==> config.mk <==
export PLATFORM = sky130hd
export DESIGN_NAME = mem_port_arbiter
export DESIGN_NICKNAME = d
export VERILOG_FILES = /design/src/rtl/mips_pkg.sv /design/src/rtl/mem_port_arbiter.sv
export SDC_FILE = /design/constraint.sdc
export NUM_CORES = 1
export LEC_CHECK = 0
export CAP_MARGIN = 40
export CORE_ASPECT_RATIO = 1.75
export CORE_MARGIN = 8
export CORE_UTILIZATION = 56
export DETAILED_ROUTE_END_ITERATION = 8
export DONT_BUFFER_PORTS = 1
export PLACE_DENSITY = 0.71
export SYNTH_ARGS = -nofsm -noshare
export SYNTH_HDL_FRONTEND = slang
export SYNTH_SLANG_ARGS = --single-unit
==> constraint.sdc <==
create_clock -name clk -period 5.2 [get_ports clk]
set_input_delay 0.52 -clock clk [delete_from_list [all_inputs] [get_ports clk]]
set_output_delay 0.52 -clock clk [all_outputs]
set_load 0.02 [all_outputs]
==> src/rtl/mips_pkg.sv <==
// rtl/mips_pkg.sv - shared types, constants and grant helper for the memory port arbiter
package mips_pkg;

  // Arbiter sequencing: wait for a requester, drive memory, return the response
  typedef enum logic [1:0] {
    IDLE,
    ISSUE,
    RESP
  } arb_state_t;

  // Which side owns the current memory transaction
  typedef enum logic {
    OWN_I,
    OWN_D
  } owner_t;

  // Read data handed back when the memory never answers
  localparam logic [31:0] ERR_DATA_DEFAULT = 32'hDEAD_BEEF;

  // Round-robin pick: a lone requester wins outright, under contention the
  // side that was not served last goes next
  function automatic owner_t pickGrant(
    input logic   iReq,
    input logic   dReq,
    input owner_t lastGrant
  );
    if (iReq && dReq) begin
      return (lastGrant == OWN_I) ? OWN_D : OWN_I;
    end else if (iReq) begin
      return OWN_I;
    end else begin
      return OWN_D;
    end
  endfunction

endpackage

==> src/rtl/mem_port_arbiter.sv <==
// rtl/mem_port_arbiter.sv - round-robin fetch/data arbiter in front of a single-ported memory
module mem_port_arbiter
  import mips_pkg::*;
#(
  parameter int             AW       = 32,
  parameter int             DW       = 32,
  parameter int             TIMEOUT  = 16,
  parameter logic [DW-1:0]  ERR_DATA = DW'(ERR_DATA_DEFAULT)
) (
  input  logic          clk,
  input  logic          rst,

  input  logic          i_req,
  input  logic [AW-1:0] i_addr,
  output logic [DW-1:0] i_rdata,
  output logic          i_ack,
  output logic          i_err,

  input  logic          d_req,
  input  logic          d_we,
  input  logic [AW-1:0] d_addr,
  input  logic [DW-1:0] d_wdata,
  output logic [DW-1:0] d_rdata,
  output logic          d_ack,
  output logic          d_err,

  output logic          mem_req,
  output logic          mem_we,
  output logic [AW-1:0] mem_addr,
  output logic [DW-1:0] mem_wdata,
  input  logic [DW-1:0] mem_rdata,
  input  logic          mem_ack
);

  // A zero TIMEOUT disables the watchdog; keep a one-bit counter so the
  // declaration stays legal in that case
  localparam int            CW    = (TIMEOUT > 0) ? $clog2(TIMEOUT + 1) : 1;
  localparam logic [CW-1:0] LIMIT = CW'((TIMEOUT > 0) ? TIMEOUT - 1 : 0);

  arb_state_t    state;
  owner_t        lastGrant;   // doubles as the owner of the transaction in flight
  owner_t        grantSide;
  logic [CW-1:0] wdCnt;
  logic          timeoutHit;

  assign grantSide  = pickGrant(i_req, d_req, lastGrant);
  assign timeoutHit = (TIMEOUT != 0) && (wdCnt == LIMIT);

  // Single FSM: grant in IDLE, hold the memory request in ISSUE under the
  // watchdog, pulse the owner's ack in RESP
  always_ff @(posedge clk or negedge rst) begin
    if (!rst) begin
      state     <= IDLE;
      lastGrant <= OWN_D;
      wdCnt     <= '0;
      mem_req   <= 1'b0;
      mem_we    <= 1'b0;
      mem_addr  <= '0;
      mem_wdata <= '0;
      i_ack     <= 1'b0;
      i_err     <= 1'b0;
      i_rdata   <= '0;
      d_ack     <= 1'b0;
      d_err     <= 1'b0;
      d_rdata   <= '0;
    end else begin
      case (state)
        IDLE: begin
          if (i_req || d_req) begin
            lastGrant <= grantSide;
            wdCnt     <= '0;
            mem_req   <= 1'b1;
            if (grantSide == OWN_I) begin
              mem_addr  <= i_addr;
              mem_we    <= 1'b0;
              mem_wdata <= '0;
            end else begin
              mem_addr  <= d_addr;
              mem_we    <= d_we;
              mem_wdata <= d_wdata;
            end
            state <= ISSUE;
          end
        end

        ISSUE: begin
          // A late ack on the limit cycle still counts as a good completion
          if (mem_ack) begin
            mem_req <= 1'b0;
            state   <= RESP;
            if (lastGrant == OWN_I) begin
              i_ack   <= 1'b1;
              i_err   <= 1'b0;
              i_rdata <= mem_rdata;
            end else begin
              d_ack <= 1'b1;
              d_err <= 1'b0;
              if (!mem_we) begin
                d_rdata <= mem_rdata;
              end
            end
          end else if (timeoutHit) begin
            mem_req <= 1'b0;
            state   <= RESP;
            if (lastGrant == OWN_I) begin
              i_ack   <= 1'b1;
              i_err   <= 1'b1;
              i_rdata <= ERR_DATA;
            end else begin
              d_ack <= 1'b1;
              d_err <= 1'b1;
              if (!mem_we) begin
                d_rdata <= ERR_DATA;
              end
            end
          end else begin
            wdCnt <= wdCnt + 1'b1;
          end
        end

        RESP: begin
          i_ack <= 1'b0;
          i_err <= 1'b0;
          d_ack <= 1'b0;
          d_err <= 1'b0;
          state <= IDLE;
        end

        default: begin
          state <= IDLE;
        end
      endcase
    end
  end

endmodule

Yosys cells after proc, flatten, opt, wreduce, memory -nomap -nowiden
Cells that the tools add are included.
- flip-flop bits (word level): 142
- word-level logic and storage cells: 87
- input port bits: 134
- output and inout port bits: 134
- add/subtract/negate cells: 1
- reduce and logical (&&, ||, !) cells: 15
- bitwise gates (word level): 1
- mux-type cells: 46
- equal/unequal tests: 11
- operator list (kind ; number):
    2-to-1 mux 32 bit ; 12
    2-to-1 mux 1 bit ; 21
    2-to-1 mux 5 bit ; 3
    inequality test 2 bit, second input constant ; 7
    AND reduction 3 bit ; 4
    case mux 1 bit (2 select lines) ; 5
    case mux 5 bit (2 select lines) ; 1
    2-to-1 mux 2 bit ; 3
    AND reduction 2 bit ; 3
    nonzero test 2 bit ; 3
    adder 5 x 1 -> 5 bit, second input constant ; 1
    == test 5 x 4 -> 1 bit, second input constant ; 1
    AND reduction 5 bit ; 1
    case mux 2 bit (2 select lines) ; 1
    AND reduction 4 bit ; 1
    inequality test 3 bit, second input constant ; 1
    == test 2 x 1 -> 1 bit, second input constant ; 1
    == test 2 bit, second input constant ; 1
    zero test 2 bit ; 1
    logical AND 1 bit ; 1
    logical OR 1 bit ; 1
    NOT 1 bit ; 1

Depth between registers and ports, before layout
Gate-level depths: netlist of run 1.
- word-level depth: 4
- gate-level depth with buffers: 8
- gate-level depth less buffers: 7

Worst setup path before layout of run 1
No wires, ideal clock.
- path kind: register -> register
- start point: register wdCnt[0]
- end point: register d_rdata[13]
- path slack: 3.348 ns
- path buffers: 1
- setup time: 0.134 ns
- required time: 5.066 ns
- arrival: 1.718 ns
- cell stages (with the launch flop): 9
- cell sequence: dfrtp_1 -> ha_1 -> and3_1 -> ha_1 -> o21ai_0 -> nand4b_1 -> buf_2 -> nand2_1 -> o21ai_0
- longest elaborated chain between the ends: 3
- elaborated cells between the ends (all ways): 4
- ends and longest elaborated chain (what ; RTL line ; RTL):
    start: declaration ; mem_port_arbiter.sv:43 ; logic [CW-1:0] wdCnt;
    start signal: assignment ; mem_port_arbiter.sv:117 ; wdCnt <= wdCnt + 1'b1;
    == test 5 x 4 -> 1 bit (*) ; mem_port_arbiter.sv:47 ; assign timeoutHit = (TIMEOUT != 0) && (wdCnt == LIMIT);
    inequality test 2 bit (no source line) or nonzero test 2 bit (tied branches) ; -- ;
    AND reduction 5 bit (no source line) (*) ; -- ;
    end signal: assignment ; mem_port_arbiter.sv:99 ; d_rdata <= mem_rdata;
    end: declaration ; mem_port_arbiter.sv:23 ; output logic [DW-1:0] d_rdata,
Every way passes the cells marked *; elsewhere a longest branch is shown, timed or not.
A chain may end at the register's enable or synchronous reset.

Worst setup path in the final report of run 1
- start point: register wdCnt[0]
- end point: register d_rdata[17]
Same word-level chain as after synthesis.

==> results of run 1 <==
## synth_stat cells (all sizes together) (2+ instances only)
| cell | number | area (um^2) |
|---|---|---|
| dfrtp | 141 | 3530 |
| nand2 | 110 | 413 |
| o21ai | 107 | 543 |
| a22o | 34 | 298 |
| mux2i | 33 | 330 |
| nor2 | 26 | 116 |
| buf | 20 | 120 |
| clkbuf | 15 | 56.3 |
| inv | 9 | 33.8 |
| ha | 7 | 87.6 |
| a21oi | 5 | 25.0 |
| nand3 | 3 | 15.0 |
| nand4 | 3 | 18.8 |
| nor2b | 3 | 18.8 |
| a31oi | 2 | 12.5 |
| nand4b | 2 | 17.5 |
## worst paths after layout
check	slack, ns	depth (start not counted)	from	endpoint
max	2.99	7	wdCnt[0]	d_rdata[17]
min	0.05	1	rst	i_rdata[7]
min in group clk	0.25	1	d_wdata[28]	mem_wdata[28]
min reg2reg	0.53	2	wdCnt[3]	wdCnt[3]
max in group asynchronous	4.57	1	rst	mem_wdata[21]
max reg2reg	2.99	7	wdCnt[0]	d_rdata[17]
## stage by stage
step / cells / hold slack, ns / total power [mW] / area (um^2)
global placement: 631 / 0.228 / 3.65 / 5800
finish: 665 / 0.0523 / 4.87 / 6410
floorplan: 535 / 0.224 / 3.39 / 5770
CTS: 665 / 0.125 / 4.93 / 6410
global route: 665 / 0.160 / 5.16 / 6410
detailed placement: 632 / 0.228 / 3.74 / 5810
## routing by layer
metal / vias to the layer above / global-route usage / share of wire
met2: 216 / 0.346 / 0.52
met4: 0 / 0.0835 / 0.017
li1: 1822 / - / -
met5: - / 0 / 0
met3: 19 / 0.0874 / 0.11
met1: 1860 / 0.221 / 0.35
## cell type report
cell class / count / share of cell area
clock buffer: 21 / 0.0703
clock inverter: 11 / 0.0185
inverter: 10 / 0.00586
multi-input combinational: 348 / 0.315
sequential: 142 / 0.555
tap: 127 / 0.0248
timing repair buffer: 6 / 0.0113
## logic make-up after synthesis
kind of cell             share of synthesized area
AO/OA/AOI/OAI                                0.162
flip-flops                                   0.616
AND/OR/NAND/NOR                              0.112
adder cells (fa/ha/maj)                     0.0152
buffers and inverters                       0.0371
multiplexers                                0.0573
## power breakdown
| group | total, mW | internal (mW) | switching (mW) |
|---|---|---|---|
| Clock | 1.16 | 0.717 | 0.439 |
| Combinational | 0.954 | 0.396 | 0.558 |
| Sequential | 2.76 | 1.65 | 1.11 |
## flip-flops by register name, summed over array words and instances (netlist names)
register / count
d_err: 1
state: 2
i_err: 1
mem_addr: 32
d_ack: 1
lastGrant: 1
mem_req: 1
i_ack: 1
i_rdata: 32
d_rdata: 32
wdCnt: 5
mem_wdata: 32
mem_we: 1
## what timing repair did
action	4_1_cts	5_1_grt
hold endpoints to repair	142	0
hold buffers	1	0
gates resized for setup	0	0
==> flow_summary.json, run 1 <==
{
  "timing.critical_path.from_type": "register",
  "max_cap_viol_count": 0,
  "min_period_ns": 2.21,
  "port_buffers": 0,
  "slew_headroom": 0.452,
  "critical_path_arrival_ns": 2.47,
  "cp_cell_sequence": "ha_1 > and3_1 > ha_1 > nor2_2 > nand4b_1 > buf_4 > o21ai_0",
  "clock_sink_count": 142,
  "maximum_number_of_pins_on_one_net_before_global_route_repair": 143,
  "globalRouteOverflowTotal": 0,
  "inserted_clock_buffers": 17,
  "clk_latency_ns": 0.40,
  "cts.reportedPaths.clkPinSlew_ns": 0.06,
  "grt_usage": 0.205,
  "synthesis.area_um2": 5770,
  "syn_inst": 535,
  "fmaxAchievable_mhz": 453,
  "multi_input_comb_area_um2": 2020,
  "firstDrtPassIters": 4,
  "place_hpwl_mm": 10.9,
  "setup_slack_ns": 2.99,
  "synth.yosys.seq_area_share": 0.616,
  "final_min_period_over_clock_period": 0.425,
  "critPathSlowestCell": "sky130_fd_sc_hd__buf_4",
  "fin_skew_ns": 0.0109,
  "vdd_drop_max_v": 0.000404,
  "number_of_antenna_violations_at_the_first_check_in_global_routing": 0,
  "route.final.wire_length_mm": 14.5,
  "unrepaired_setup_endpoints_after_global_routing": "no",
  "leak_nw": 3.08,
  "buf_inv_stages_crit_path": 1,
  "h-tree-depth": 4,
  "route.detailed.vias_per_inst": 5.89,
  "layout.core_utilization": 0.630,
  "synth_async_sr_flop_share": 1.00,
  "synth.distinct_cells": 39,
  "timing.critical_path.required_ns": 5.46,
  "mappedNetlistNets": 676,
  "synth_ff_type": "sky130_fd_sc_hd__dfrtp_1",
  "drt-wirelength-per-cell_um": 21.8,
  "path_max_fanout": 64,
  "synthToLayoutAreaGrowth_pct": 11.1,
  "ctsLongestPathBuffers": 2,
  "first_pass_grt_wire_length_mm": 22.1,
  "layout.cells.most_common_list": "141 x sky130_fd_sc_hd__dfrtp_1, 110 x sky130_fd_sc_hd__nand2_1, 102 x sky130_fd_sc_hd__o21ai_0",
  "placementRows": 49,
  "layout.cells.most_common": "sky130_fd_sc_hd__dfrtp_1",
  "globalplace.congestion": 0.795,
  "syn_avg_cell_area_um2": 10.8,
  "flop_and_latch_count_out_of_synthesis": 142,
  "grt_pass1_vias": 4076,
  "worst_path_dominant_cell_family": "simple AND/OR/NAND/NOR gates",
  "die_height_um": 150,
  "tritoncts_clock_tree": "yes",
  "synth.yosys.warnings": 0,
  "drt-initial-drc-count": 130,
  "place_worst_setup_slack_ns": 2.99,
  "floorplan.die_area_um2": 13900,
  "final-max-slew-violation-count": 0,
  "cellPowerDensity_nw_per_um2": 760,
  "finalSetupTns_ns": 0,
  "timing.final.setup_violations": 0,
  "count_of_filler_cells_inserted_in_the_layout": 827,
  "worst_hold_path_type": "primary input to asynchronous set/reset pin",
  "worst_pin_slew_ns": 0.821,
  "die-width_um": 92.7,
  "postCtsSetupBuffers": 0,
  "slowest_cell_delay_on_critical_path_ns": 0.47,
  "drive_gt1_frac": 0.0818,
  "final-hold-violation-count": 0,
  "dr_total_vias": 3917,
  "cts.root.buffer_cell": "sky130_fd_sc_hd__clkbuf_16",
  "synth_enable_flop_cells": 0,
  "crit_path_end_kind": "register",
  "drt_drc_violations_left": 0,
  "layout.area.seq_um2": 3550,
  "floorplan.io_pins": 268,
  "antennaDiodeCount": 0,
  "crit_path_frequent_cell": "sky130_fd_sc_hd__ha_1",
  "initial_utilization": 0.567,
  "crit_type": "register to register",
  "ant_nets": 0,
  "finish.net_count": 666,
  "fp.coreArea_um2": 10200,
  "status": "finished clean"
}
Power figures use the tool's default switching activity.
==> run 2: changes to the inputs <==
==> constraint.sdc (replaced) <==
create_clock -name clk -period 2.1 [get_ports clk]
set_input_delay 0.21 -clock clk [delete_from_list [all_inputs] [get_ports clk]]
set_output_delay 0.21 -clock clk [all_outputs]
set_load 0.02 [all_outputs]
==> flow_summary.json, run 2 (synthesis results as in run 1) <==
{
  "min_period_ns": 1.98,
  "final-max-slew-violation-count": 0,
  "cellPowerDensity_nw_per_um2": 1710,
  "route.final.wire_length_mm": 16.2,
  "dr_total_vias": 4396,
  "reg2reg_setup_slack_ns": 0.12,
  "worst_pin_slew_ns": 0.461,
  "final_design_area_no_fill_um2": 7300,
  "die-width_um": 92.7,
  "drt-wirelength-per-cell_um": 21.7,
  "grt_usage": 0.230,
  "floorplan.die_area_um2": 13900,
  "globalplace.congestion": 0.810,
  "placementRows": 49,
  "firstDrtPassIters": 4,
  "layout.cells.most_common_list": "141 x sky130_fd_sc_hd__dfrtp_1, 110 x sky130_fd_sc_hd__nand2_1, 102 x sky130_fd_sc_hd__o21ai_0",
  "max_cap_viol_count": 0,
  "drive_gt1_frac": 0.0837,
  "h-tree-depth": 4,
  "cts.reportedPaths.clkPinSlew_ns": 0.06,
  "place_hpwl_mm": 10.9,
  "final_min_period_over_clock_period": 0.941,
  "floorplan.io_pins": 268,
  "fin_skew_ns": 0.0107,
  "timing.final.setup_violations": 0,
  "clock_sink_count": 142,
  "initial_utilization": 0.567,
  "final-hold-violation-count": 142,
  "path_max_fanout": 32,
  "finish.net_count": 750,
  "clk_latency_ns": 0.41,
  "synthToLayoutAreaGrowth_pct": 26.6,
  "number_of_antenna_violations_at_the_first_check_in_global_routing": 0,
  "timing.critical_path.required_ns": 2.39,
  "critPathSlowestCell": "sky130_fd_sc_hd__dlygate4sd3_1",
  "crit_type": "register to register",
  "regToRegStartpoint": "lastGrant",
  "tritoncts_clock_tree": "yes",
  "layout.cells.most_common": "sky130_fd_sc_hd__dfrtp_1",
  "maximum_number_of_pins_on_one_net_before_global_route_repair": 143,
  "cts.root.buffer_cell": "sky130_fd_sc_hd__clkbuf_16",
  "globalRouteOverflowTotal": 0,
  "violated_checks": "hold timing",
  "route.detailed.vias_per_inst": 5.88,
  "fp.coreArea_um2": 10200,
  "ant_nets": 0,
  "critical_path_arrival_ns": 2.27,
  "die_height_um": 150,
  "worst_r2r_endpoint": "mem_addr[11]",
  "slew_headroom": 0.692,
  "antennaDiodeCount": 0,
  "cp_cell_sequence": "o21ai_4 > buf_6 > mux2i_1 > dlygate4sd3_1 > o21ai_0",
  "vdd_drop_max_v": 0.00100,
  "unrepaired_setup_endpoints_after_global_routing": "no",
  "worst_r2r_path_depth": 5,
  "first_pass_grt_wire_length_mm": 24.7,
  "worst_hold_path_type": "primary input to asynchronous set/reset pin",
  "final.hold.worst_slack_ns": -0.506,
  "drt_drc_violations_left": 0,
  "port_buffers": 0,
  "timing.critical_path.from_type": "register",
  "crit_path_end_kind": "register",
  "status": "complete, but fails checks",
  "fmaxAchievable_mhz": 506,
  "grt_pass1_vias": 4606,
  "ctsLongestPathBuffers": 2,
  "drt-initial-drc-count": 189,
  "finalSetupTns_ns": 0,
  "slowest_cell_delay_on_critical_path_ns": 0.57,
  "leak_nw": 3.45,
  "inserted_clock_buffers": 17,
  "placed_area_um2": 5900
}
==> run 2: critical path: cells and delay by family, from the launching register on <==
family / cells / cell delay (ns)
AOI/OAI and AO/OA: 2 / 0.24
muxes: 1 / 0.28
DFF: 1 / 0.40
buffers and inverters: 2 / 0.91
==> run 2: how the worst max path moves through the flow <==
stage / from / end / slack, ns / cells after the start
after floorplan: wdCnt[0] / d_rdata[13] / 0.25 / 8
after global placement: wdCnt[0] / wdCnt[3] / 0.25 / 7
after detailed placement: wdCnt[0] / d_rdata[25] / 0.18 / 8
after CTS: lastGrant / mem_addr[8] / 0.09 / 5
after global routing: wdCnt[0] / i_rdata[8] / 0.02 / 8
final: lastGrant / mem_addr[11] / 0.12 / 5
==> run 2: cell type report <==
class	instances	area, um^2
clock buffers	19	433
clock inverters	12	161
fillers	675	2870
inverters	10	37.5
multi-input cells	348	2020
flip-flops and latches	142	3550
well taps	127	159
repair buffers	90	940
==> run 2: routing by layer <==
layer,GRT usage,part of all wire
met2,0.380,0.52
met5,0,0
met3,0.118,0.12
met1,0.241,0.34
met4,0.0933,0.023
==> run 2: repair_timing <==
action                     4_1_cts  5_1_grt
hold buffers                    76        1
setup buffers                    0        1
setup endpoints to repair        0        8
hold endpoints to repair       226      143
resized for setup                0        2
==> run 2: where the power goes <==
group          switching (mW)  internal [mW]  leakage, nW
clock                    1.13           1.87        0.280
combinational            1.46           1.21         1.41
sequential               2.77           4.08         1.77
==> run 2: metrics by stage <==
stage | utilization | hold WS, ns | cells | setup WS [ns] | power, mW
after detailed placement | 0.580 | -0.0818 | 638 | 0.181 | 9.37
after floorplan | - | -0.0856 | 535 | 0.248 | 8.39
after CTS | 0.713 | -0.523 | 745 | 0.0860 | 12.5
after global placement | 0.580 | -0.0819 | 638 | 0.247 | 9.18
final | 0.718 | -0.506 | 748 | 0.125 | 12.5
after global routing | 0.718 | -0.535 | 748 | 0.0230 | 13.3
==> run 3: changes to the inputs <==
--- a/config.mk
+++ b/config.mk
@@ -8,10 +8,10 @@
 export CAP_MARGIN = 40
 export CORE_ASPECT_RATIO = 1.75
 export CORE_MARGIN = 8
-export CORE_UTILIZATION = 56
+export CORE_UTILIZATION = 55
 export DETAILED_ROUTE_END_ITERATION = 8
 export DONT_BUFFER_PORTS = 1
-export PLACE_DENSITY = 0.71
+export PLACE_DENSITY = 0.7
 export SYNTH_ARGS = -nofsm -noshare
 export SYNTH_HDL_FRONTEND = slang
 export SYNTH_SLANG_ARGS = --single-unit
==> flow_summary.json, run 3 (synthesis results as in run 1) <==
{
  "finish.net_count": 749,
  "timing.final.setup_violations": 0,
  "inserted_clock_buffers": 17,
  "place_hpwl_mm": 11.0,
  "layout.cells.most_common_list": "141 x sky130_fd_sc_hd__dfrtp_1, 110 x sky130_fd_sc_hd__nand2_1, 102 x sky130_fd_sc_hd__o21ai_0",
  "drt-initial-drc-count": 183,
  "port_buffers": 0,
  "vdd_drop_max_v": 0.00100,
  "crit_path_end_kind": "register",
  "cts.repair.resized": 0,
  "slew_headroom": 0.737,
  "layout.cells.most_common": "sky130_fd_sc_hd__dfrtp_1",
  "die-width_um": 93.4,
  "grt_pass1_vias": 4650,
  "die_height_um": 151,
  "fmaxAchievable_mhz": 494,
  "globalplace.congestion": 0.845,
  "final.hold.worst_slack_ns": -0.507,
  "cts.root.buffer_cell": "sky130_fd_sc_hd__clkbuf_16",
  "final_min_period_over_clock_period": 0.964,
  "ant_nets": 0,
  "grt_usage": 0.227,
  "number_of_antenna_violations_at_the_first_check_in_global_routing": 0,
  "final-max-slew-violation-count": 0,
  "cellPowerDensity_nw_per_um2": 1720,
  "initial_utilization": 0.563,
  "place_worst_setup_slack_ns": 0.132,
  "antennaDiodeCount": 0,
  "top_layer_used": "met4",
  "timing.critical_path.from_type": "register",
  "fin_total_pwr_mw": 12.5,
  "routedLengthMet1_mm": 5.60,
  "crit_type": "register to register",
  "final_design_area_no_fill_um2": 7290,
  "max_cap_viol_count": 0,
  "reg2reg_setup_slack_ns": 0.08,
  "dr_total_vias": 4349,
  "final-instance-count-excl-fill": 748,
  "violated_checks": "hold timing",
  "route.final.wire_length_mm": 16.5,
  "min_period_ns": 2.02,
  "globalRouteOverflowTotal": 0,
  "first_pass_grt_wire_length_mm": 24.9,
  "status": "complete, but fails checks",
  "clk_latency_ns": 0.41,
  "cts.reportedPaths.clkPinSlew_ns": 0.06,
  "floorplan.die_area_um2": 14100,
  "leak_nw": 3.46,
  "placementRows": 49,
  "count_of_filler_cells_inserted_in_the_layout": 734,
  "route.met3.wl_mm": 1.93,
  "dp_cells": 640,
  "floorplan.io_pins": 268,
  "setup_slack_ns": 0.0760,
  "drt-wirelength-per-cell_um": 22.0,
  "placed_area_um2": 5920,
  "tritoncts_clock_tree": "yes",
  "fin_skew_ns": 0.00915,
  "fp.coreArea_um2": 10200,
  "path_max_fanout": 32,
  "route.detailed.vias_per_inst": 5.81,
  "critical_path_arrival_ns": 2.30,
  "detailroute.wirelength.met2_mm": 8.69,
  "firstDrtPassIters": 4,
  "drt_drc_violations_left": 0,
  "synthToLayoutAreaGrowth_pct": 26.3,
  "worst_pin_slew_ns": 0.394,
  "worst_hold_path_type": "primary input to asynchronous set/reset pin",
  "h-tree-depth": 4,
  "maximum_number_of_pins_on_one_net_before_global_route_repair": 143,
  "timing.critical_path.required_ns": 2.38,
  "drive_gt1_frac": 0.0902,
  "ctsLongestPathBuffers": 2,
  "clock_sink_count": 142,
  "final-hold-violation-count": 142
}
run 3: changes by cell type in the layout (fill, tap and decap cells not counted), moves of 2 or more:
cell                            before  now
sky130_fd_sc_hd__dlygate4sd3_1      77   74
sky130_fd_sc_hd__buf_4               7   10
sky130_fd_sc_hd__clkinv_4            2    4
sky130_fd_sc_hd__clkbuf_1            2    0
run 3: layout make-up:
type | instances | area (um^2) | area share
clock inverter | 14 | 158 | 0.0216
sequential | 142 | 3550 | 0.488
inverter | 10 | 37.5 | 0.00515
timing repair buffer | 89 | 921 | 0.126
clock buffer | 18 | 439 | 0.0603
tap | 127 | 159 | 0.0218
multi-input combinational | 348 | 2020 | 0.277
run 3: per-layer routing:
layer / vias up / track usage
met2: 248 / 0.384
met5: - / 0
li1: 1987 / -
met1: 2086 / 0.240
met3: 28 / 0.103
met4: 0 / 0.0892
run 3: worst max-delay path, stage by stage (launching register included):
cell,delay [ns]
sky130_fd_sc_hd__dfrtp_1,0.40
sky130_fd_sc_hd__ha_1,0.22
sky130_fd_sc_hd__and3_1,0.17
sky130_fd_sc_hd__ha_1,0.26
sky130_fd_sc_hd__o21ai_0,0.17
sky130_fd_sc_hd__nand4b_1,0.12
sky130_fd_sc_hd__buf_4,0.18
sky130_fd_sc_hd__clkbuf_16,0.19
sky130_fd_sc_hd__nand2_1,0.08
sky130_fd_sc_hd__o21ai_0,0.09
run 3: report_power, final:
part / internal (mW) / total (mW) / switching (mW) / leakage, nW
sequential: 4.08 / 6.84 / 2.76 / 1.77
clock: 1.80 / 2.98 / 1.18 / 0.289
combinational: 1.20 / 2.68 / 1.48 / 1.41
run 3: final timing paths:
kind,startpoint,end,cells after the start
max,wdCnt[0],d_rdata[11],9
min,rst,i_rdata[12],0
max reg2reg,wdCnt[0],d_rdata[11],9
min reg2reg,wdCnt[3],wdCnt[3],2
max in group asynchronous,rst,lastGrant,0
min in group clk,i_addr[15],mem_addr[15],2
run 3: repair_timing:
action / CTS / global route
buffers inserted: 0 / 1
endpoints found under the setup margin: 0 / 12
hold buffers: 71 / 3
hold endpoints to repair: 223 / 145
run 3: per-stage QoR:
stage / setup TNS (ns) / util
3_3_place_gp: 0 / 0.578
5_1_grt: -0.0214 / 0.712
4_1_cts: 0 / 0.705
6_report: 0 / 0.712
3_5_place_dp: 0 / 0.578
2_1_floorplan: 0 / -
